File: src/rtl/dds_pkg.sv
// dds_pkg: shared constants, mode encodings and sweep FSM states for the DDS frequency path
package dds_pkg;
  localparam int CODE_W = 8;
  localparam int REF_HZ = 100000;
  localparam int ACC_SHIFT = 8;
  typedef enum logic [1:0] {
    MODE_MANUAL = 2'b00,
    MODE_SAW    = 2'b01,
    MODE_TRI    = 2'b10,
    MODE_HOLD   = 2'b11
  } mode_t;
  typedef enum logic [1:0] {IDLE, UP, DOWN} state_t;
endpackage

File: src/rtl/freq_sweep_ctrl_if.sv
// freq_sweep_ctrl_if: control inputs and frequency outputs of the sweep controller
interface freq_sweep_ctrl_if #(parameter int DWELL_W = 16);
  import dds_pkg::*;
  mode_t mode;
  logic sweep_en;
  logic key_up;
  logic key_dn;
  logic [CODE_W-1:0] start_code;
  logic [CODE_W-1:0] stop_code;
  logic [CODE_W-1:0] step;
  logic [DWELL_W-1:0] dwell;
  logic [CODE_W-1:0] freq_ctrl;
  logic freq_upd;
  logic busy;
  logic [31:0] freq_hz;
  logic hz_valid;
  modport master(
    output mode, sweep_en, key_up, key_dn, start_code, stop_code, step, dwell,
    input freq_ctrl, freq_upd, busy, freq_hz, hz_valid
  );
  modport slave(
    input mode, sweep_en, key_up, key_dn, start_code, stop_code, step, dwell,
    output freq_ctrl, freq_upd, busy, freq_hz, hz_valid
  );
endinterface

File: src/rtl/freq_hz_calc.sv
// freq_hz_calc: sequential shift-add of code*REF_HZ, result >> ACC_SHIFT, restartable by load
module freq_hz_calc import dds_pkg::*; (
  input  logic              clk_100kHz,
  input  logic              rst,
  input  logic              load,
  input  logic [CODE_W-1:0] code,
  output logic [31:0]       freq_hz,
  output logic              valid
);
  logic [31:0] acc;
  logic [31:0] mcand;
  logic [CODE_W-1:0] mplier;
  logic [3:0] cnt;
  logic run;
  // a load always wins so a result from an older code is never published
  always_ff @(posedge clk_100kHz)
    if (rst) begin
      acc <= '0;
      mcand <= '0;
      mplier <= '0;
      cnt <= '0;
      run <= 1'b0;
      freq_hz <= '0;
      valid <= 1'b1;
    end else if (load) begin
      acc <= '0;
      mcand <= 32'(REF_HZ);
      mplier <= code;
      cnt <= '0;
      run <= 1'b1;
      valid <= 1'b0;
    end else if (run) begin
      if (cnt == 4'(CODE_W)) begin
        freq_hz <= acc >> ACC_SHIFT;
        valid <= 1'b1;
        run <= 1'b0;
      end else begin
        acc <= acc + (mplier[0] ? mcand : '0);
        mcand <= mcand << 1;
        mplier <= mplier >> 1;
        cnt <= cnt + 4'd1;
      end
    end
endmodule

File: src/rtl/freq_sweep_ctrl.sv
// freq_sweep_ctrl: drives the DDS control word from keys, sawtooth or triangle sweeps
module freq_sweep_ctrl import dds_pkg::*; #(parameter int DWELL_W = 16) (
  input logic clk_100kHz,
  input logic rst,
  freq_sweep_ctrl_if.slave bus
);
  state_t state, state_nxt;
  mode_t mode_l;
  logic [CODE_W-1:0] ctrl, ctrl_nxt, start_l, stop_l, step_l, step_eff, up_code, dn_code;
  logic [DWELL_W-1:0] dwell_l, dwell_eff, cnt, cnt_nxt;
  logic [CODE_W:0] sum, diff;
  logic go, expire, abort, upd, upd_q;
  assign step_eff = bus.step == '0 ? CODE_W'(1) : bus.step;
  assign dwell_eff = bus.dwell == '0 ? DWELL_W'(1) : bus.dwell;
  assign go = state == IDLE && bus.sweep_en && (bus.mode == MODE_SAW || bus.mode == MODE_TRI);
  assign expire = cnt == dwell_l - DWELL_W'(1);
  assign abort = !bus.sweep_en || bus.mode != mode_l;
  // 9-bit arithmetic keeps the clamps free of wrap-around at both ends
  assign sum = {1'b0, ctrl} + {1'b0, step_l};
  assign diff = {1'b0, ctrl} - {1'b0, step_l};
  assign up_code = sum >= {1'b0, stop_l} ? stop_l : sum[CODE_W-1:0];
  assign dn_code = (diff[CODE_W] || diff[CODE_W-1:0] <= start_l) ? start_l : diff[CODE_W-1:0];
  always_comb begin
    state_nxt = state;
    ctrl_nxt = ctrl;
    cnt_nxt = cnt;
    if (state == IDLE) begin
      if (go) begin
        ctrl_nxt = bus.start_code;
        cnt_nxt = '0;
        state_nxt = bus.start_code < bus.stop_code ? UP : IDLE;
      end else if (bus.mode == MODE_MANUAL && bus.key_up != bus.key_dn)
        ctrl_nxt = bus.key_up ? (ctrl == '1 ? ctrl : ctrl + CODE_W'(1))
                              : (ctrl == '0 ? ctrl : ctrl - CODE_W'(1));
    end else if (abort)
      state_nxt = IDLE;
    else if (!expire)
      cnt_nxt = cnt + DWELL_W'(1);
    else begin
      cnt_nxt = '0;
      if (state == UP) begin
        ctrl_nxt = ctrl == stop_l ? start_l : up_code;
        state_nxt = (mode_l == MODE_TRI && up_code == stop_l) ? DOWN : UP;
      end else begin
        ctrl_nxt = dn_code;
        state_nxt = dn_code == start_l ? UP : DOWN;
      end
    end
  end
  assign upd = ctrl_nxt != ctrl;
  always_ff @(posedge clk_100kHz)
    if (rst) begin
      state <= IDLE;
      ctrl <= '0;
      cnt <= '0;
      upd_q <= 1'b0;
      mode_l <= MODE_MANUAL;
      start_l <= '0;
      stop_l <= '0;
      step_l <= '0;
      dwell_l <= '0;
    end else begin
      state <= state_nxt;
      ctrl <= ctrl_nxt;
      cnt <= cnt_nxt;
      upd_q <= upd;
      if (go) begin
        mode_l <= bus.mode;
        start_l <= bus.start_code;
        stop_l <= bus.stop_code;
        step_l <= step_eff;
        dwell_l <= dwell_eff;
      end
    end
  assign bus.freq_ctrl = ctrl;
  assign bus.freq_upd = upd_q;
  assign bus.busy = state != IDLE;
  // fed from the next-state word so the calculation starts on the same edge as freq_upd
  freq_hz_calc u_hz (
    .clk_100kHz(clk_100kHz),
    .rst(rst),
    .load(upd),
    .code(ctrl_nxt),
    .freq_hz(bus.freq_hz),
    .valid(bus.hz_valid)
  );
endmodule

File: src/flat_wrapper.sv
// flat-port wrapper written by rule: the top's interface ports become plain ports
module freq_sweep_ctrl_flat import dds_pkg::*;
#(parameter int DWELL_W = 16)
  (clk_100kHz, rst, bus_mode, bus_sweep_en, bus_key_up, bus_key_dn, bus_start_code, bus_stop_code, bus_step, bus_dwell, bus_freq_ctrl, bus_freq_upd, bus_busy, bus_freq_hz, bus_hz_valid);
  freq_sweep_ctrl_if #(.DWELL_W(DWELL_W)) bus_i ();
  input logic clk_100kHz;
  input logic rst;
  input wire logic [$bits(bus_i.mode)-1:0] bus_mode;
  input wire logic [$bits(bus_i.sweep_en)-1:0] bus_sweep_en;
  input wire logic [$bits(bus_i.key_up)-1:0] bus_key_up;
  input wire logic [$bits(bus_i.key_dn)-1:0] bus_key_dn;
  input wire logic [$bits(bus_i.start_code)-1:0] bus_start_code;
  input wire logic [$bits(bus_i.stop_code)-1:0] bus_stop_code;
  input wire logic [$bits(bus_i.step)-1:0] bus_step;
  input wire logic [$bits(bus_i.dwell)-1:0] bus_dwell;
  output wire logic [$bits(bus_i.freq_ctrl)-1:0] bus_freq_ctrl;
  output wire logic [$bits(bus_i.freq_upd)-1:0] bus_freq_upd;
  output wire logic [$bits(bus_i.busy)-1:0] bus_busy;
  output wire logic [$bits(bus_i.freq_hz)-1:0] bus_freq_hz;
  output wire logic [$bits(bus_i.hz_valid)-1:0] bus_hz_valid;
  assign bus_i.mode = bus_mode;
  assign bus_i.sweep_en = bus_sweep_en;
  assign bus_i.key_up = bus_key_up;
  assign bus_i.key_dn = bus_key_dn;
  assign bus_i.start_code = bus_start_code;
  assign bus_i.stop_code = bus_stop_code;
  assign bus_i.step = bus_step;
  assign bus_i.dwell = bus_dwell;
  assign bus_freq_ctrl = bus_i.freq_ctrl;
  assign bus_freq_upd = bus_i.freq_upd;
  assign bus_busy = bus_i.busy;
  assign bus_freq_hz = bus_i.freq_hz;
  assign bus_hz_valid = bus_i.hz_valid;
  freq_sweep_ctrl #(.DWELL_W(DWELL_W)) u_core (.clk_100kHz(clk_100kHz), .rst(rst), .bus(bus_i));
endmodule
File: config.mk
export PLATFORM = sky130hd
export DESIGN_NAME = freq_sweep_ctrl_flat
export DESIGN_NICKNAME = d
export VERILOG_FILES = /design/src/rtl/dds_pkg.sv /design/src/rtl/freq_sweep_ctrl_if.sv /design/src/rtl/freq_hz_calc.sv /design/src/rtl/freq_sweep_ctrl.sv /design/src/flat_wrapper.sv
export SDC_FILE = /design/constraint.sdc
export NUM_CORES = 1
export LEC_CHECK = 0
export CORE_MARGIN = 2
export CORE_UTILIZATION = 45
export CTS_BUF_LIST = sky130_fd_sc_hd__clkbuf_16
export CTS_CLUSTER_DIAMETER = 120
export DETAILED_ROUTE_END_ITERATION = 10
export PLACE_DENSITY = 0.72
export SLEW_MARGIN = 20
export SYNTH_ARGS = -nofsm -noshare
export SYNTH_HDL_FRONTEND = slang
export SYNTH_HIERARCHICAL = 1
export SYNTH_SLANG_ARGS = --single-unit
File: constraint.sdc
create_clock -name clk_100kHz -period 7.2 [get_ports clk_100kHz]
set_input_delay 1.44 -clock clk_100kHz [delete_from_list [all_inputs] [get_ports clk_100kHz]]
set_output_delay 1.44 -clock clk_100kHz [all_outputs]
set_load 0.02 [all_outputs]
======== Word level (Yosys, flattened, before mapping) ========
Cells that the tools add are included.
storage, ports and cells
  logic and storage cells ................. 109
  bits in registers ....................... 166
cells by class
  mux-type cells .......................... 39
  equality and inequality tests ........... 16
  reduce and logical (&&, ||, !) cells .... 24
  order comparisons ....................... 3
  add/sub/neg operators ................... 8
  bitwise logic cells ..................... 2
operator list
  operator               number
  $mux 8                 16
  $mux 16                5
  $mux 17                3
  $add 32x32->32         1
  $mux 32                1
  $eq 8x8->1             3
  $add 16x1->16 const B  1
  $eq 16x16->1           1
  $logic_not 16->1       1
  $logic_not 8->1        2
  $sub 16x1->16 const B  1
  $mux 2                 7
  $reduce_and 2->1       5
  $add 8x8->9            1
  $ge 9x8->1             1
  $sub 8x8->9            1
  $add 8x1->8 const B    1
  $eq 8x8->1 const B     1
  $le 8x8->1             1
  $lt 8x8->1             1
  $ne 8x8->1             1
  $sub 8x1->8 const B    1
  $mux 1                 7
  $reduce_bool 2->1      3
  16 further kinds       26

======== Longest topological paths before layout ========
  word-level depth ........................ 11
  depth in mapped cells ................... 26
  gate-level depth less buffers ........... 23

======== Cells and area by module ========
Netlist, hierarchy kept.
modules (own cells, without submodules)
  module           seq. area each (um^2)  instances  cells each  area an instance (um^2)
  freq_sweep_ctrl  1381.3                 1          862         6428.7
  freq_hz_calc     1841.8                 1          668         5047.3

======== Worst setup path before layout ========
OpenSTA, ideal clock, no wires.
  path type ............................... register to register
  start ................................... reg u_core.ctrl[0], in the netlist u_core/bus.freq_ctrl[0]
  end ..................................... reg u_core.u_hz.acc[30]
  period minus slack after synthesis ...... 5.716 ns
  setup slack ............................. 1.484 ns
  buffers on the path ..................... 3
  required time ........................... 7.142 ns
  arrival ................................. 5.658 ns
  stages on the path, launching flop included .. 26
  library setup time ...................... 0.058 ns
  path through ............................ dfxtp_1 -> clkbuf_1 -> inv_1 -> ha_1 -> inv_1 -> fa_1 -> a211o_1 -> a2111o_1 -> o311ai_0 -> ha_1 -> a21oi_1 -> nand2_1 -> a21oi_1 -> a21o_1 -> clkbuf_1 -> mux2_2 -> or2_2 -> and3_1 -> a211oi_1 -> nand3_1 -> or2_2 -> clkbuf_1 -> nor2_1 -> nand2_1 -> o31a_2 -> nand2_1
between the ends
  word-level cells in the longest chain between the ends .. 10
  elaborated cells on any way between the ends .. 24
  those cells by class .................... add/sub (4); order compare (2); eq/ne (3); mux (12); reduce/logical (3)
RTL lines
  item                                        RTL line                                      source
  start: declaration                          freq_sweep_ctrl.sv:9                          logic [CODE_W-1:0] ctrl, ctrl_nxt, start_l, stop_l, step_l, step_eff, up_code, dn_code;
  start signal: assignment                    freq_sweep_ctrl.sv:64                         ctrl <= ctrl_nxt;
  $add 8x8->9 or $sub 8x8->9 (tied branches)  freq_sweep_ctrl.sv:19, freq_sweep_ctrl.sv:20
  $ge 9x8->1 or $le 8x8->1 (tied branches)    freq_sweep_ctrl.sv:21, freq_sweep_ctrl.sv:22
  $mux 8 or $logic_or 1x1->1 (tied branches)  freq_sweep_ctrl.sv:21, freq_sweep_ctrl.sv:22
  $mux 8, on equally long branches            freq_sweep_ctrl.sv:42, freq_sweep_ctrl.sv:22
  $mux 8                                      freq_sweep_ctrl.sv:41                         if (state == UP) begin
  $mux 8                                      freq_sweep_ctrl.sv:37                         else if (!expire)
  $mux 8                                      freq_sweep_ctrl.sv:35                         end else if (abort)
  $mux 8                                      freq_sweep_ctrl.sv:27                         if (state == IDLE) begin
  $ne 8x8->1 (*)                              freq_sweep_ctrl.sv:50                         assign upd = ctrl_nxt != ctrl;
  via u_core.upd                              freq_sweep_ctrl.sv:12                         logic go, expire, abort, upd, upd_q;
  $reduce_or 2->1 (no source line) (*)        n/a
  end signal: assignment                      freq_hz_calc.sv:38                            acc <= acc + (mplier[0] ? mcand : '0);
  end: declaration                            freq_hz_calc.sv:10                            logic [31:0] acc;
The timed path passes the listed nets; every way through them passes the cells marked *.
A chain may end at the register's enable or synchronous reset.

======== Worst setup path after layout ========
Ends and elaborated chain as after synthesis.

==> results.json <==
{
  "outcome": "completed",
  "drt_wl_total_mm": 32.80,
  "multiInputGateArea_mm2": 0.007639,
  "skew_ps": 14.26,
  "ctsResizeCount": 0,
  "first_pass_iters": 5,
  "finish.utilization_pct": 52.03,
  "start_util_pct": 45.70,
  "initialDrtViolationCount": 1033,
  "ys_seq_area_share_pct": 28.09,
  "critical_path_peak_fanout": 13,
  "cts_setup_buffers": 0,
  "drv_slew": 0,
  "syn-instance-count": 1530,
  "numCtsBuffers": 17,
  "clock_latency_ps": 440,
  "grt_pass1_wl_mm": 52.69,
  "yosysWarnings": 6,
  "cts_buffer_depth": 2,
  "setup_viol": 0,
  "io_buffers": 81,
  "setup_tns_ps": 0,
  "ys_types": 92,
  "p_leak_uw": 0.004860,
  "cp.arrival_ps": 7060,
  "syn_avg_cell_area_um2": 7.501,
  "synth_edf_count": 0,
  "worstMarginPinSlew_ps": 915.1,
  "grt.overflow.total": 0,
  "die-height_um": 163.7,
  "cts-root-buf": "clkbuf_16",
  "grt_pass1_vias": 10281,
  "cap_violations": 0,
  "relSlewSlack_pct": 38.66,
  "max-vdd-ir-drop_v": 0.0001400,
  "dpl.hpwl_mm": 24.22,
  "viasPerCell": 5.810,
  "wire_per_inst_um": 17.22,
  "hold_violations": 0,
  "dp_cells": 1873,
  "period_share_pct": 92.71,
  "setup_slack_ps": 525.1,
  "setup.worst_path.end_class": "flip-flop",
  "ys_async_sr_fraction_pct": 0,
  "core_mm2": 0.02511,
  "fin_area_mm2": 0.01307,
  "clock-sinks": 161,
  "rsz0062_at_grt": "no",
  "io_pins": 90,
  "synth_top_area_cell": "dfxtp_1",
  "post-route-min-period_ps": 6675,
  "placed_area_mm2": 0.01246,
  "seq_area_mm2": 0.003223,
  "synth_compound_area_share_pct": 22.57,
  "clk_pin_slew_worst_paths_ps": 70,
  "power.density_mw_per_mm2": 209.7,
  "antenna_cells": 0,
  "cts_tree": "yes",
  "fillCellCount": 2458,
  "gp_congestion": 0.9356,
  "max_freq_mhz": 149.8,
  "ant_nets": 0,
  "dieWidth_um": 163.7,
  "synth_top_family_by_area": "simple AND/OR/NAND/NOR gates",
  "synth_flop_cell": "dfxtp_1",
  "synth_most_common_cell": "nand2_1",
  "cts_hold_buf": 0,
  "synth.top_cell.area_share_pct": 28.09,
  "syn_area_mm2": 0.01148,
  "muxShareOfSynthArea_pct": 2.148,
  "num-nets-final": 1685,
  "antenna_found_initial": 0,
  "worstHoldPathType": "reg -> reg",
  "die_area_mm2": 0.02680,
  "ys_ff_latch": 161,
  "grt.total_usage_pct": 24.43,
  "fin_cells": 1905,
  "crit_type": "reg -> reg",
  "synth_xor_area_share_pct": 7.076,
  "area_growth_syn_to_layout_pct": 13.85,
  "synth_adder_area_share_pct": 8.482,
  "yosys-top-cells-area": "dfxtp_1 (28%), nand2_1 (9.9%), ha_1 (8.0%)",
  "synth-simple-area-share_pct": 25.88,
  "startpoint_type": "flip-flop",
  "preCtsSetupSlack_ps": 735.9,
  "rows": 58,
  "layout-drive-gt1-share_pct": 6.286,
  "vias": 11068,
  "required_ps": 7580,
  "synthTopCellsByCount": "nand2_1 (303), a21oi_1 (177), dfxtp_1 (161)",
  "htree_levels": 4,
  "drc": 0,
  "grt_max_degree": 57
}
## registers in the layout, summed over array words and instances (netlist names), 4 cells and up
signal / count
u_core/bus.freq_ctrl: 8
u_core/cnt: 16
u_core/dwell_l: 16
u_core/start_l: 8
u_core/step_l: 8
u_core/stop_l: 8
u_core/u_hz/acc: 27
u_core/u_hz/cnt: 4
u_core/u_hz/freq_hz: 24
u_core/u_hz/mcand: 27
u_core/u_hz/mplier: 8
## cells by family (layout without fill, tap and decap cells)
family          count (synthesis)  in the layout
fa+ha+maj                      76             76
other cells                     1              8
compound gates                397            397
simple gates                  625            625
flops                         161            161
buf+inv                       158            196
mux                            24             24
xor+xnor                       88             88
## worst paths after layout
| kind | from | to | slack (ps) | depth (start not counted) |
|---|---|---|---|---|
| hold reg to reg | u_core/u_hz/freq_hz[4] | u_core/u_hz/freq_hz[4] | 460 | 2 |
| setup / recovery | u_core/bus.freq_ctrl[0] | u_core/u_hz/acc[30] | 530 | 23 |
| hold / removal | u_core/u_hz/freq_hz[4] | u_core/u_hz/freq_hz[4] | 460 | 2 |
| setup reg to reg | u_core/bus.freq_ctrl[0] | u_core/u_hz/acc[30] | 530 | 23 |
## cell type report
type	instances	area share, %
Tap cell	330	3.160
Clock inverter	15	1.360
Inverter	65	1.867
Sequential cell	161	24.67
Timing Repair Buffer	99	7.221
Clock buffer	17	3.256
Multi-Input combinational cell	1218	58.47
## power by group
group	switching, uW	internal (uW)
Clock	423	523
Combinational	490	329
Sequential	47.3	926
Total	961	1780
## per-layer routing
metal  global-route usage, %  part of all wire (%)
met1                   32.53                    45
met2                   40.66                    46
met3                   3.561                   6.0
met4                   7.935                   2.4
met5                       0                     0
## per-stage QoR
stage	hold slack, ps	power, uW
floorplan	436.2	1578
global placement	445.6	1788
detailed placement	449.4	1795
CTS	461.2	2750
global route	478.6	2885
finish	456.9	2739
## placed cells by master, fill, tap and decap left out, types with 6 or more instances in the layout
cell type	instances
a21o_1	16
mux2i_1	19
conb_1	8
clkdlybuf4s50_1	80
nand4_1	29
nor3_1	36
xnor2_1	57
or3_1	7
nand2b_1	13
or2_2	8
xor2_1	28
a31oi_1	13
and2_1	31
o21ai_0	39
and3_1	11
nor2_1	81
nor3b_1	6
nor4_1	16
nand2_1	302
clkbuf_16	17
or4_1	7
inv_1	65
o31ai_1	12
buf_4	19
ha_1	73
a21oi_1	177
a211oi_1	14
nand3_1	28
dfxtp_1	161
a221oi_1	8
o21a_1	10
a21oi_2	7
o211ai_1	16
nor2b_1	19
## worst max-delay path, cell delays in order (launching register included)
cell	delay (ps)
dfxtp_1	470
inv_1	220
ha_1	220
inv_1	70
fa_1	420
a211o_1	330
a2111o_1	370
o311ai_0	160
buf_4	230
ha_1	260
nand4_1	120
o21a_1	160
o211ai_1	140
a21oi_1	520
nor3_1	130
a221oi_1	390
mux2_2	390
a211oi_1	330
nand3_1	330
or2_2	410
nor2_1	440
nand2_1	140
o31a_2	300
nand2_1	60
Note: power is estimated with default switching activity, not from simulation.
